===== src/rtl/invol_arbiter_pkg.sv =====
// Shared definitions for the involuntary-response arbiter and the command dispatcher.
package invol_arbiter_pkg;

  // Arbiter FSM encoding
  typedef enum logic {
    S_CMD   = 1'b0,
    S_GRANT = 1'b1
  } state_e;

  // Response word width: 32 data bits plus one flag bit
  localparam int unsigned PARAM_W = 33;

  // Unit index assignment, shared with the dispatcher
  localparam int unsigned UNIT_GPIO    = 0;
  localparam int unsigned UNIT_STEPPER = 1;
  localparam int unsigned UNIT_ADC     = 2;
  localparam int unsigned UNIT_PWM     = 3;

endpackage


===== src/rtl/invol_arbiter_rr_pick.sv =====
// Combinational round-robin priority encoder: first requester at or after ptr, modulo NUNITS.
module invol_arbiter_rr_pick #(
  parameter int unsigned NUNITS    = 4,
  parameter int unsigned UNIT_BITS = $clog2(NUNITS)
) (
  input  logic [NUNITS-1:0]    req,
  input  logic [UNIT_BITS-1:0] ptr,
  output logic [UNIT_BITS-1:0] idx,
  output logic                 valid
);

  // Scan NUNITS positions starting at ptr, wrapping at NUNITS
  always_comb begin
    int unsigned        cand;
    logic [UNIT_BITS-1:0] cand_idx;
    idx      = '0;
    valid    = 1'b0;
    cand     = 0;
    cand_idx = '0;
    for (int unsigned i = 0; i < NUNITS; i++) begin
      cand = 32'(ptr) + i;
      if (cand >= NUNITS) cand = cand - NUNITS;
      cand_idx = UNIT_BITS'(cand);
      if (!valid && req[cand_idx]) begin
        valid = 1'b1;
        idx   = cand_idx;
      end
    end
  end

endmodule


===== src/rtl/invol_arbiter.sv =====
// Shares the single response path between NUNITS units. Command responses come from the
// unit owning the command in flight; unsolicited responses are granted round-robin between
// commands. Optional grant watchdog enabled by defining INVOL_TIMEOUT_EN.
module invol_arbiter
  import invol_arbiter_pkg::*;
#(
  parameter int unsigned NUNITS    = 4,
  parameter int unsigned UNIT_BITS = $clog2(NUNITS),
  parameter int unsigned TIMEOUT   = 1024
) (
  input  logic                        clk,
  input  logic                        rst,
  input  logic [NUNITS*PARAM_W-1:0]   unit_param_data,
  input  logic [NUNITS-1:0]           unit_param_write,
  input  logic [NUNITS-1:0]           unit_invol_req,
  output logic [NUNITS-1:0]           unit_invol_grant,
  input  logic                        cmd_busy,
  input  logic [UNIT_BITS-1:0]        cmd_unit,
  output logic                        invol_active,
  output logic [PARAM_W-1:0]          param_data,
  output logic                        param_write,
  output logic                        collision,
  output logic                        timeout_err
);

  if (NUNITS < 2 || NUNITS > 16) begin : g_bad_nunits
    $error("invol_arbiter: NUNITS must be in 2..16");
  end
  if (TIMEOUT < 1) begin : g_bad_timeout
    $error("invol_arbiter: TIMEOUT must be at least 1");
  end

  state_e               state_q;
  logic [UNIT_BITS-1:0] owner_q;
  logic [UNIT_BITS-1:0] rr_ptr_q;
  logic [UNIT_BITS-1:0] owner_next;

  logic [UNIT_BITS-1:0] pick_idx;
  logic                 pick_valid;

  logic [UNIT_BITS-1:0] sel_unit;
  logic                 sel_valid;
  logic [NUNITS-1:0]    sel_mask;
  logic [PARAM_W-1:0]   sel_word;
  logic                 sel_write;

  invol_arbiter_rr_pick #(
    .NUNITS    (NUNITS),
    .UNIT_BITS (UNIT_BITS)
  ) u_rr_pick (
    .req   (unit_invol_req),
    .ptr   (rr_ptr_q),
    .idx   (pick_idx),
    .valid (pick_valid)
  );

  // Pointer value that puts the current owner last in the next round
  assign owner_next = (owner_q == UNIT_BITS'(NUNITS - 1)) ? '0 : owner_q + 1'b1;

  // Select the unit allowed to drive the response path this cycle
  always_comb begin
    sel_unit  = (state_q == S_GRANT) ? owner_q : cmd_unit;
    sel_valid = (state_q == S_GRANT) || cmd_busy;
    sel_mask  = '0;
    sel_word  = '0;
    sel_write = 1'b0;
    for (int unsigned k = 0; k < NUNITS; k++) begin
      if (sel_valid && sel_unit == UNIT_BITS'(k)) begin
        sel_mask[k] = 1'b1;
        sel_word    = unit_param_data[k*PARAM_W +: PARAM_W];
        sel_write   = unit_param_write[k];
      end
    end
  end

`ifdef INVOL_TIMEOUT_EN
  localparam int unsigned CNT_W = $clog2(TIMEOUT + 1);
  logic [CNT_W-1:0] tmo_cnt_q;
`else
  assign timeout_err = 1'b0;
`endif

  // Arbitration FSM with registered grant, active and watchdog outputs
  always_ff @(posedge clk or posedge rst) begin
    if (rst) begin
      state_q          <= S_CMD;
      owner_q          <= '0;
      rr_ptr_q         <= '0;
      unit_invol_grant <= '0;
      invol_active     <= 1'b0;
`ifdef INVOL_TIMEOUT_EN
      tmo_cnt_q        <= '0;
      timeout_err      <= 1'b0;
`endif
    end else begin
      case (state_q)
        S_CMD: begin
          // A command starting this cycle wins over a pending grant
          if (!cmd_busy && pick_valid) begin
            owner_q          <= pick_idx;
            unit_invol_grant <= NUNITS'(1) << pick_idx;
            invol_active     <= 1'b1;
            state_q          <= S_GRANT;
`ifdef INVOL_TIMEOUT_EN
            tmo_cnt_q        <= '0;
`endif
          end
        end
        S_GRANT: begin
`ifdef INVOL_TIMEOUT_EN
          tmo_cnt_q <= tmo_cnt_q + 1'b1;
`endif
          if (!unit_invol_req[owner_q]) begin
            unit_invol_grant <= '0;
            invol_active     <= 1'b0;
            rr_ptr_q         <= owner_next;
            state_q          <= S_CMD;
          end
`ifdef INVOL_TIMEOUT_EN
          else if (tmo_cnt_q == CNT_W'(TIMEOUT - 1)) begin
            unit_invol_grant <= '0;
            invol_active     <= 1'b0;
            rr_ptr_q         <= owner_next;
            state_q          <= S_CMD;
            timeout_err      <= 1'b1;
          end
`endif
        end
        default: state_q <= S_CMD;
      endcase
    end
  end

  // Registered response path and sticky collision detection
  always_ff @(posedge clk or posedge rst) begin
    if (rst) begin
      param_data  <= '0;
      param_write <= 1'b0;
      collision   <= 1'b0;
    end else begin
      param_write <= sel_write;
      param_data  <= sel_write ? sel_word : '0;
      // Strobes from unselected units are dropped; a command during a grant is a protocol error
      if ((|(unit_param_write & ~sel_mask)) || (state_q == S_GRANT && cmd_busy)) begin
        collision <= 1'b1;
      end
    end
  end

endmodule


===== config.mk =====
export PLATFORM = sky130hd
export DESIGN_NAME = invol_arbiter
export DESIGN_NICKNAME = d
export VERILOG_FILES = /design/src/rtl/invol_arbiter_pkg.sv /design/src/rtl/invol_arbiter_rr_pick.sv /design/src/rtl/invol_arbiter.sv
export SDC_FILE = /design/constraint.sdc
export NUM_CORES = 1
export LEC_CHECK = 0
export CAP_MARGIN = 20
export CORE_AREA = 2 2 88 90
export CTS_CLUSTER_SIZE = 14
export DETAILED_ROUTE_END_ITERATION = 16
export DIE_AREA = 0 0 90 92
export GPL_TIMING_DRIVEN = 0
export PLACE_DENSITY = 0.81
export RECOVER_POWER = 50
export SYNTH_ARGS = -nofsm -noshare
export SYNTH_HDL_FRONTEND = slang
export SYNTH_HIERARCHICAL = 1
export SYNTH_SLANG_ARGS = --single-unit
export TNS_END_PERCENT = 100

===== constraint.sdc =====
create_clock -name clk -period 1.9 [get_ports clk]
set_input_delay 0.38 -clock clk [delete_from_list [all_inputs] [get_ports clk]]
set_output_delay 0.38 -clock clk [all_outputs]
set_load 0.05 [all_outputs]

==> impl_metrics.env, run 1 <==
export IMPL_status="complete, no violations"
export IMPL_ant_nets=0
export IMPL_cp_num_buf_inv=1
export IMPL_cap_viol_max_count=0
export IMPL_p_switching_uw=3360
export IMPL_timing_final_crit_share_pct=97.9
export IMPL_ctsLongestPathBuffers=2
export IMPL_synth_top_cell_by_area="dfrtp_1"
export IMPL_drcViolationCount=0
export IMPL_syn2layout_area_growth_pct=85.3
export IMPL_rsz0062_at_grt="yes"
export IMPL_synth_top_cell_area_share_pct=44.8
export IMPL_netlist_top_cells_count="45 x dfrtp_1, 26 x a221oi_1, 25 x o22ai_1"
export IMPL_ys_warnings_count=6
export IMPL_synth_edff_count=0
export IMPL_die_w_um=90
export IMPL_setup_slack_ns=0.0403
export IMPL_fin_crit_ns=1.86
export IMPL_path_clk_slew_ns=0.10
export IMPL_arrival_ns=1.48
export IMPL_cts_tree="built"
export IMPL_final_util_pct=62.5
export IMPL_hp_class="reg2reg"
export IMPL_relSlewSlack_pct=42.4
export IMPL_row_count=32
export IMPL_syn_cell_area_sq_um=2510
export IMPL_tightest_slew_ns=0.863
export IMPL_p_sw_share_pct=49.5
export IMPL_grt_max_degree=25
export IMPL_final_setup_tns_ns=0
export IMPL_drt_iter0_drc=128
export IMPL_antenna_cells=0
export IMPL_required_ns=1.52
export IMPL_critPathTopFamily="buffers and inverters"
export IMPL_antenna_found_initial=0
export IMPL_die_area_sq_um=8280
export IMPL_drt_wl_total_um=10200
export IMPL_synthArstFlopShare_pct=100
export IMPL_power_density_nw_per_um2=1460
export IMPL_whs_ns=0.511
export IMPL_fillers=626
export IMPL_skew_ns=0.0103
export IMPL_syn_area_per_cell_sq_um=10.6
export IMPL_setup_viol=0
export IMPL_multi_input_area_sq_um=1250
export IMPL_stdcell_count=535
export IMPL_overflow=0
export IMPL_p_seq_share_pct=22.7
export IMPL_holdBufCountCts=0
export IMPL_grt_pass1_wl_um=15700
export IMPL_synthCells=238
export IMPL_timing_fmax_mhz=538
export IMPL_place_ws_ns=-0.642
export IMPL_drive_above_1_share_pct=18.2
export IMPL_ios=186
export IMPL_power_frac_clock_pct=9.9
export IMPL_synth_seq_cells=45
export IMPL_grt_pass1_vias=2853
export IMPL_place_hpwl_um=7720
export IMPL_place_congestion=0.807
export IMPL_clk_latency_ns=0.30
export IMPL_start_util_pct=33.8
export IMPL_start_kind="flop"
export IMPL_wl_per_cell_um=19.1
export IMPL_crit_chain="clkdlybuf4s50_1"
export IMPL_drtPass1Iterations=4
export IMPL_yosysUniqueCellTypes=38
export IMPL_leakagePower_uw=0.00184
export IMPL_num_vias=2867
export IMPL_nets=578
export IMPL_cts_root_buf="clkbuf_8"
export IMPL_numCtsBuffers=5
export IMPL_cts_sinks=45
export IMPL_synth_most_common_cell="dfrtp_1"
export IMPL_die_h_um=92
export IMPL_synth_nets=384
export IMPL_port_buffers=184
export IMPL_synthTopCellsByArea="dfrtp_1 45%, a221oi_1 9.1%, nor3_2 8.4%"
export IMPL_via_per_inst=5.36
export IMPL_slowest_stage="clkdlybuf4s50_1"
export IMPL_seq_area_frac_synth_pct=44.8
export IMPL_crit_fanout=1
export IMPL_peakVddDrop_v=0.00102
export IMPL_coreArea_sq_um=7450
export IMPL_dp_cells=525
export IMPL_pwr_share_comb_pct=67.4
export IMPL_hold_violations=0
export IMPL_ys_flop_type="dfrtp_1"
export IMPL_drv_slew=0
export IMPL_regArea_sq_um=1130
export IMPL_slowest_delay_ns=0.83
export IMPL_p_int_uw=3430
export IMPL_htree_levels=2
export IMPL_grt_total_usage_pct=24.1
export IMPL_worstSetupEndpointType="primary output"
export IMPL_crit_type="reg2out"
==> metrics by stage <==
step	cell area, sq um	power (uW)
2_1_floorplan	2510	4500
3_3_place_gp	4480	5940
3_5_place_dp	4500	6020
4_1_cts	4630	6740
5_1_grt	4660	7140
6_report	4660	6790
==> final cells by class <==
| type | count | area share, % |
|---|---|---|
| clock buffers | 7 | 2.07 |
| inverters | 11 | 0.887 |
| well taps | 102 | 2.74 |
| repair buffers | 188 | 39.5 |
| clock inverters | 1 | 0.107 |
| flip-flops and latches | 45 | 24.3 |
| plain buffers | 25 | 3.57 |
| multi-input cells | 156 | 26.8 |
==> placed cells by master, fill, tap and decap left out, types with 2 or more instances in the layout <==
cell	n
a222oi_1	9
o32ai_1	4
inv_2	2
a221oi_1	22
clkbuf_1	8
nor3_2	19
o21ai_0	6
mux2_2	2
dfrtp_1	42
clkbuf_2	6
inv_1	9
a221oi_2	4
buf_4	6
o22ai_1	25
a21oi_1	3
nor2_1	13
nor3_4	2
buf_2	5
nor3_1	4
dfrtp_2	3
buf_6	6
nand2_1	12
dlygate4sd2_1	3
clkdlybuf4s50_1	176
a211oi_2	8
clkbuf_8	7
==> power groups by stage <==
stage | Clock (uW) | Sequential [uW] | Combinational [uW]
floorplan | 0 | 2760 | 1740
global placement | 0 | 1530 | 4410
detailed placement | 0 | 1550 | 4470
CTS | 686 | 1530 | 4520
global route | 727 | 1600 | 4820
finish | 669 | 1540 | 4580
==> routing by layer <==
metal	track usage [%]	wire [um]
met5	0	0
met4	4.62	150
met3	5.83	674
met2	43.2	5280
met1	29.6	4110
==> worst paths after layout <==
check                               startpoint              to  slack (ns)  cells after the start
worst max-delay path            param_data[28]  param_data[28]        0.04                      1
worst max register to register         state_q   param_data[9]        0.07                      7
worst min register to register       collision       collision        0.51                      2
min in group asynchronous                  rst  param_data[11]        0.70                      2
max in group asynchronous                  rst      owner_q[1]        0.21                      3
worst min-delay path                 collision       collision        0.51                      2
==> registers in the layout (all words and copies together), names as in the netlist <==
| register | cells |
|---|---|
| collision | 1 |
| invol_active | 1 |
| state_q | 1 |
| param_data | 33 |
| rr_ptr_q | 2 |
| param_write | 1 |
| unit_invol_grant | 4 |
| owner_q | 2 |
==> kinds of logic after synthesis <==
group	after synthesis	share of synthesized area (%)
compound gates	88	28.2
fa+ha+maj	1	0.498
buf+inv	37	7.91
flops	45	44.8
mux	3	1.79
other cells	1	0.149
simple gates	63	16.7
==> repair_timing <==
item                       in CTS  in global routing
setup endpoints to repair      34                 37
cloned                          0                  1
setup buffers                   0                  2
gates resized for setup        13                 21
pin swaps                       1                  1
Note: power is estimated with default switching activity, not from simulation.
==> run 2, diff against run 1 <==
CTS_BUF_LIST = sky130_fd_sc_hd__clkbuf_16   (was unset)
SETUP_SLACK_MARGIN = 0.3   (was unset)
==> run 2 against run 1 <==
First-iteration DRC count fell by 21%. Final area rose by 21%. Clock skew fell by 0.0048 ns. Critical path depth rose by 5. Die area did not move. Setup slack improved by 0.0021 ns. Sequential share of layout area fell by 4.2 points. Worst hold slack got worse by 0.017 ns. Power rose by 27%. Largest cell class unchanged. Largest power group unchanged. Highest routed layer unchanged.
==> impl_metrics.env, run 2 (synthesized netlist as in run 1, its figures left out) <==
export IMPL_final_common_cell="clkdlybuf4s50_1"
export IMPL_coreArea_sq_um=7450
export IMPL_ff2ff_setup_slack_ns=0.04
export IMPL_numCtsBuffers=5
export IMPL_final_area_sq_um=5620
export IMPL_critPathTopFamily="compound AO/OA/AOI/OAI gates"
export IMPL_drtPass1Iterations=6
export IMPL_r2r_cells=6
export IMPL_antenna_found_initial=0
export IMPL_arrival_ns=2.01
export IMPL_cp_num_buf_inv=2
export IMPL_largest_register="param_data"
export IMPL_worstHoldStart="collision"
export IMPL_drcViolationCount=0
export IMPL_fin_crit_ns=1.86
export IMPL_row_count=32
export IMPL_final_setup_tns_ns=0
export IMPL_relSlewSlack_pct=33.0
export IMPL_setup_viol=0
export IMPL_rsz0062_at_grt="yes"
export IMPL_place_ws_ns=-0.576
export IMPL_fillers=486
export IMPL_drv_slew=0
export IMPL_leakagePower_uw=0.00239
export IMPL_timing_fmax_mhz=538
export IMPL_whs_path_depth=2
export IMPL_drt_iter0_drc=101
export IMPL_syn2layout_area_growth_pct=124
export IMPL_largest_reg_flops=33
export IMPL_cap_viol_max_count=0
export IMPL_tightest_slew_ns=1.00
export IMPL_grt_max_degree=24
export IMPL_largestRegisters="param_data: 33 flops, unit_invol_grant: 4 flops"
export IMPL_cts_sinks=45
export IMPL_final_cell_mix="137 x clkdlybuf4s50_1, 42 x dfrtp_1, 41 x dlygate4sd2_1, 22 x buf_4, 15 x o22ai_1"
export IMPL_slowest_delay_ns=0.45
export IMPL_hp_class="reg2reg"
export IMPL_via_per_inst=5.58
export IMPL_cts_tree="built"
export IMPL_drive_above_1_share_pct=31.4
export IMPL_ctsLongestPathBuffers=2
export IMPL_die_h_um=92
export IMPL_start_kind="flop"
export IMPL_regToRegEndpoint="param_data[2]"
export IMPL_die_w_um=90
export IMPL_power_uw=8610
export IMPL_cts_root_buf="clkbuf_16"
export IMPL_antenna_cells=0
export IMPL_timing_final_crit_share_pct=97.8
export IMPL_overflow=0
export IMPL_start_util_pct=33.8
export IMPL_dpl_cell_area_sq_um=4580
export IMPL_r2r_start="state_q"
export IMPL_worstSetupEndpointType="flop"
export IMPL_path_clk_slew_ns=0.06
export IMPL_crit_fanout=5
export IMPL_slowest_stage="dfrtp_2"
export IMPL_ios=186
export IMPL_ant_nets=0
export IMPL_port_buffers=184
export IMPL_clk_latency_ns=0.29
export IMPL_grt_total_usage_pct=26.4
export IMPL_htree_levels=2
export IMPL_grt_pass1_vias=3189
export IMPL_place_hpwl_um=7580
export IMPL_hold_violations=0
export IMPL_crit_chain="and3b_2 -> or2_4 -> buf_8 -> buf_6 -> a222oi_1 -> a211oi_2"
export IMPL_peakVddDrop_v=0.000899
export IMPL_grt_pass1_wl_um=17200
export IMPL_crit_type="reg2reg"
export IMPL_num_vias=3131
export IMPL_holdPathEnd="collision"
export IMPL_setup_slack_ns=0.0425
export IMPL_required_ns=2.05
export IMPL_drt_wl_total_um=11700
export IMPL_power_density_nw_per_um2=1530
export IMPL_status="complete, no violations"
export IMPL_wl_per_cell_um=20.8
export IMPL_nets=604
export IMPL_skew_ns=0.00550
export IMPL_die_area_sq_um=8280
export IMPL_place_congestion=0.855
run 2: cell count changes in the layout (fill, tap and decap cells not counted), sizes merged, moves of 2 or more:
| cell | before | now |
|---|---|---|
| buf | 18 | 46 |
| clkbuf | 22 | 14 |
| clkdlybuf4s15 | 0 | 4 |
| clkdlybuf4s50 | 176 | 137 |
| dlygate4sd2 | 3 | 41 |
| inv | 11 | 13 |
run 2: per-layer routing:
layer	track usage [%]	part of all wire (%)
met1	30.7	37
met2	48.0	54
met3	6.90	6.3
met4	7.31	2.2
met5	0	0
run 2: where the power goes:
part | switching [uW] | total [uW] | internal (uW) | leakage [uW]
clock network | 369 | 848 | 478 | 0.0000724
registers | 176 | 1530 | 1350 | 0.000589
logic | 3550 | 6230 | 2680 | 0.00172
total | 4090 | 8610 | 4510 | 0.00239
run 2: final cells by class:
class | count | area [sq um] | area share (%)
multi-input cells | 156 | 1720 | 30.5
clock buffers | 5 | 125 | 2.22
clock inverters | 3 | 15.0 | 0.267
flip-flops and latches | 45 | 1130 | 20.1
inverters | 11 | 41.3 | 0.734
well taps | 102 | 128 | 2.27
plain buffers | 26 | 332 | 5.90
repair buffers | 213 | 2140 | 38.0
run 2: how the worst max path moves through the flow:
| stage | start | to | slack, ns | depth (start not counted) |
|---|---|---|---|---|
| finish | state_q | param_data[2] | 0.04 | 6 |
| global placement | cmd_busy | param_data[14] | -0.55 | 6 |
| floorplan | state_q | param_data[10] | 0.24 | 7 |
| detailed placement | cmd_busy | param_data[27] | -0.58 | 7 |
| CTS | owner_q[0] | param_data[11] | 0.07 | 9 |
| global route | owner_q[0] | param_data[16] | 0.01 | 9 |
run 2: tightest hold or removal path: cells and delay by family, from the launching register on:
kind,cells,cell delay [ns]
flops,1,0.35
simple gates,1,0.06
compound gates,1,0.05
run 2: timing repair:
item,CTS,global route
resized for setup,133,45
gates cloned,5,0
setup endpoints to repair,83,48
setup buffers,17,6
pin swaps,26,15
hold buffers,0,0
run 2: stage by stage:
step	cells	utilization, %	hold slack (ns)
after global placement	524	61.2	0.476
after global routing	561	75.5	0.538
after floorplan	238	-	0.511
final	561	75.5	0.494
after detailed placement	525	61.5	0.475
after CTS	555	71.9	0.478
==> run 3, diff against run 2 <==
CORE_AREA = 2 2 89 91   (was 2 2 88 90)
DIE_AREA = 0 0 91 93   (was 0 0 90 92)
PLACE_DENSITY = 0.8   (was 0.81)
SYNTH_HIERARCHICAL = unset   (was 1)
==> run 3 against run 2 <==
The flow now finishes with violations (negative setup slack). Combinational power up 3%. Sequential power about the same. Maximum frequency down 5.5%. Wire length up 8.0%. Sequential cell count unchanged. Via count up 0.86%. Global-route usage up 0.66 points. Final area down 1.2%. Sequential share of layout area up 0.25 points. Synthesized cell count down 2.5%. Critical path type is now in2reg.
==> impl_metrics.env, run 3 <==
export IMPL_synthArstFlopShare_pct=100
export IMPL_clk_latency_ns=0.28
export IMPL_ys_flop_type="dfrtp_1"
export IMPL_hp_class="reg2reg"
export IMPL_cts_sinks=45
export IMPL_setup_viol=1
export IMPL_skew_ns=0.00575
export IMPL_grt_pass1_wl_um=17900
export IMPL_arrival_ns=2.11
export IMPL_grt_pass1_vias=3248
export IMPL_largestRegisters="param_data: 33 flops, unit_invol_grant: 4 flops"
export IMPL_yosysUniqueCellTypes=45
export IMPL_antenna_cells=0
export IMPL_synthCells=232
export IMPL_row_count=32
export IMPL_ff2ff_setup_slack_ns=-0.06
export IMPL_peakVddDrop_v=0.00106
export IMPL_die_area_sq_um=8460
export IMPL_setup_slack_ns=-0.0654
export IMPL_whs_ns=0.472
export IMPL_rsz0062_at_grt="yes"
export IMPL_cap_viol_max_count=0
export IMPL_cts_tree="built"
export IMPL_final_setup_tns_ns=-0.0654
export IMPL_ios=186
export IMPL_worstSetupEndpointType="flop"
export IMPL_die_h_um=93
export IMPL_path_clk_slew_ns=0.07
export IMPL_syn2layout_area_growth_pct=116
export IMPL_timing_fmax_mhz=509
export IMPL_timing_final_crit_share_pct=103
export IMPL_relSlewSlack_pct=58.3
export IMPL_drt_iter0_drc=249
export IMPL_coreArea_sq_um=7530
export IMPL_critPathTopFamily="compound AO/OA/AOI/OAI gates"
export IMPL_start_kind="primary input"
export IMPL_drcViolationCount=0
export IMPL_crit_fanout=5
export IMPL_tightest_slew_ns=0.624
export IMPL_num_vias=3158
export IMPL_port_buffers=184
export IMPL_hold_violations=0
export IMPL_final_cell_mix="136 x clkdlybuf4s50_1, 43 x dlygate4sd2_1, 42 x dfrtp_1, 23 x nor2_1"
export IMPL_synth_top_cell_area_share_pct=43.7
export IMPL_crit_chain="clkdlybuf4s15_1 -> and4bb_1 -> or2_1 -> buf_6 -> buf_8 -> a222oi_1 -> a211oi_2"
export IMPL_largest_register="param_data"
export IMPL_largest_reg_flops=33
export IMPL_seq_area_frac_synth_pct=43.7
export IMPL_holdBufCountCts=0
export IMPL_synth_nets=378
export IMPL_status="finished, violations left"
export IMPL_violations="negative setup slack"
export IMPL_ys_warnings_count=0
export IMPL_final_area_sq_um=5560
export IMPL_power_density_nw_per_um2=1610
export IMPL_synth_top_cell_by_area="dfrtp_1"
export IMPL_final_common_cell="clkdlybuf4s50_1"
export IMPL_drt_wl_total_um=12600
export IMPL_fin_crit_ns=1.97
export IMPL_wl_per_cell_um=22.4
export IMPL_synthTopCellsByArea="dfrtp_1 44%, a211oi_2 8.7%, a222oi_1 7.4%"
export IMPL_grt_max_degree=33
export IMPL_required_ns=2.04
export IMPL_die_w_um=91
export IMPL_syn_area_per_cell_sq_um=11.1
export IMPL_synth_seq_cells=45
export IMPL_cp_num_buf_inv=3
export IMPL_drtPass1Iterations=6
export IMPL_cts_root_buf="clkbuf_16"
export IMPL_start_util_pct=34.2
export IMPL_slowest_stage="a222oi_1"
export IMPL_crit_type="in2reg"
export IMPL_overflow=0
export IMPL_dpl_cell_area_sq_um=4580
export IMPL_ctsLongestPathBuffers=2
export IMPL_drive_above_1_share_pct=30.0
export IMPL_htree_levels=2
export IMPL_syn_cell_area_sq_um=2580
export IMPL_numCtsBuffers=5
export IMPL_slowest_delay_ns=0.49
export IMPL_via_per_inst=5.62
export IMPL_antenna_found_initial=0
export IMPL_ant_nets=0
export IMPL_drv_slew=0
export IMPL_synth_most_common_cell="dfrtp_1"
export IMPL_place_hpwl_um=8210
export IMPL_nets=605
export IMPL_place_congestion=0.798
export IMPL_synth_edff_count=0
export IMPL_netlist_top_cells_count="45 x dfrtp_1, 23 x nor2_1, 19 x a222oi_1"
export IMPL_leakagePower_uw=0.00240
export IMPL_grt_total_usage_pct=27.1
run 3: changes by cell type in the layout (fill, tap and decap cells not counted), sizes merged, moves of 10 or more:
| cell | previous run | this run |
|---|---|---|
| a211oi | 8 | 18 |
| a222oi | 9 | 19 |
| inv | 13 | 3 |
| nor2 | 14 | 24 |
| o22ai | 25 | 15 |
run 3: area by class of cell:
| type | count | area (sq um) |
|---|---|---|
| well taps | 102 | 128 |
| inverters | 3 | 16.3 |
| clock buffers | 5 | 125 |
| fillers | 523 | 1970 |
| plain buffers | 25 | 305 |
| repair buffers | 220 | 2210 |
| flip-flops and latches | 45 | 1130 |
| multi-input cells | 159 | 1610 |
| clock inverters | 3 | 37.5 |
run 3: final timing paths:
check,startpoint,end,cells after the start
hold / removal,invol_active,invol_active,2
setup reg to reg,state_q,param_data[10],6
hold reg to reg,invol_active,invol_active,2
min in group asynchronous,rst,param_data[15],2
setup / recovery,cmd_unit[1],param_data[10],7
max in group asynchronous,rst,owner_q[0],3
run 3: metal layers:
metal / vias to the layer above / global-route usage, % / wire (um)
met5: - / 0 / 0
met4: 0 / 8.96 / 354
met3: 32 / 6.29 / 927
met2: 178 / 48.2 / 6460
met1: 1554 / 32.3 / 4850
li1: 1394 / - / -
run 3: cell families after synthesis:
family | Yosys count | share of synthesized area, %
AO/OA/AOI/OAI | 87 | 30.7
adder cells (fa/ha/maj) | 1 | 0.485
buffers and inverters | 28 | 7.18
flip-flops | 45 | 43.7
multiplexers | 2 | 1.31
other | 1 | 0.145
AND/OR/NAND/NOR | 68 | 16.5
run 3: worst reg2reg max path: stages, from the launching register on:
cell and delay [ns]:
dfrtp_2 0.45, and3b_1 0.22, or2_1 0.23, buf_6 0.15, buf_8 0.13, a222oi_1 0.49
a211oi_2 0.14
run 3: power by group:
part | switching, uW | total [uW] | internal [uW]
registers | 187 | 1550 | 1360
clock network | 374 | 987 | 612
logic | 3620 | 6430 | 2810
total | 4180 | 8970 | 4780
run 3: repair_timing:
| item | CTS | global route |
|---|---|---|
| pin swaps | 29 | 25 |
| gates resized for setup | 121 | 52 |
| gates cloned | 4 | 2 |
| buffers inserted | 22 | 7 |
| setup endpoints to repair | 84 | 46 |
run 3: per-stage QoR:
step / instances / worst slack (ns) / total power, uW / utilization (%)
6_report: 562 / -0.0654 / 8970 / 73.8
5_1_grt: 562 / -0.0932 / 9340 / 73.8
4_1_cts: 553 / 0.0399 / 8060 / 69.3
3_5_place_dp: 519 / -0.670 / 6230 / 60.8
3_3_place_gp: 518 / -0.607 / 6150 / 60.5
2_1_floorplan: 232 / 0.259 / 4660 / -
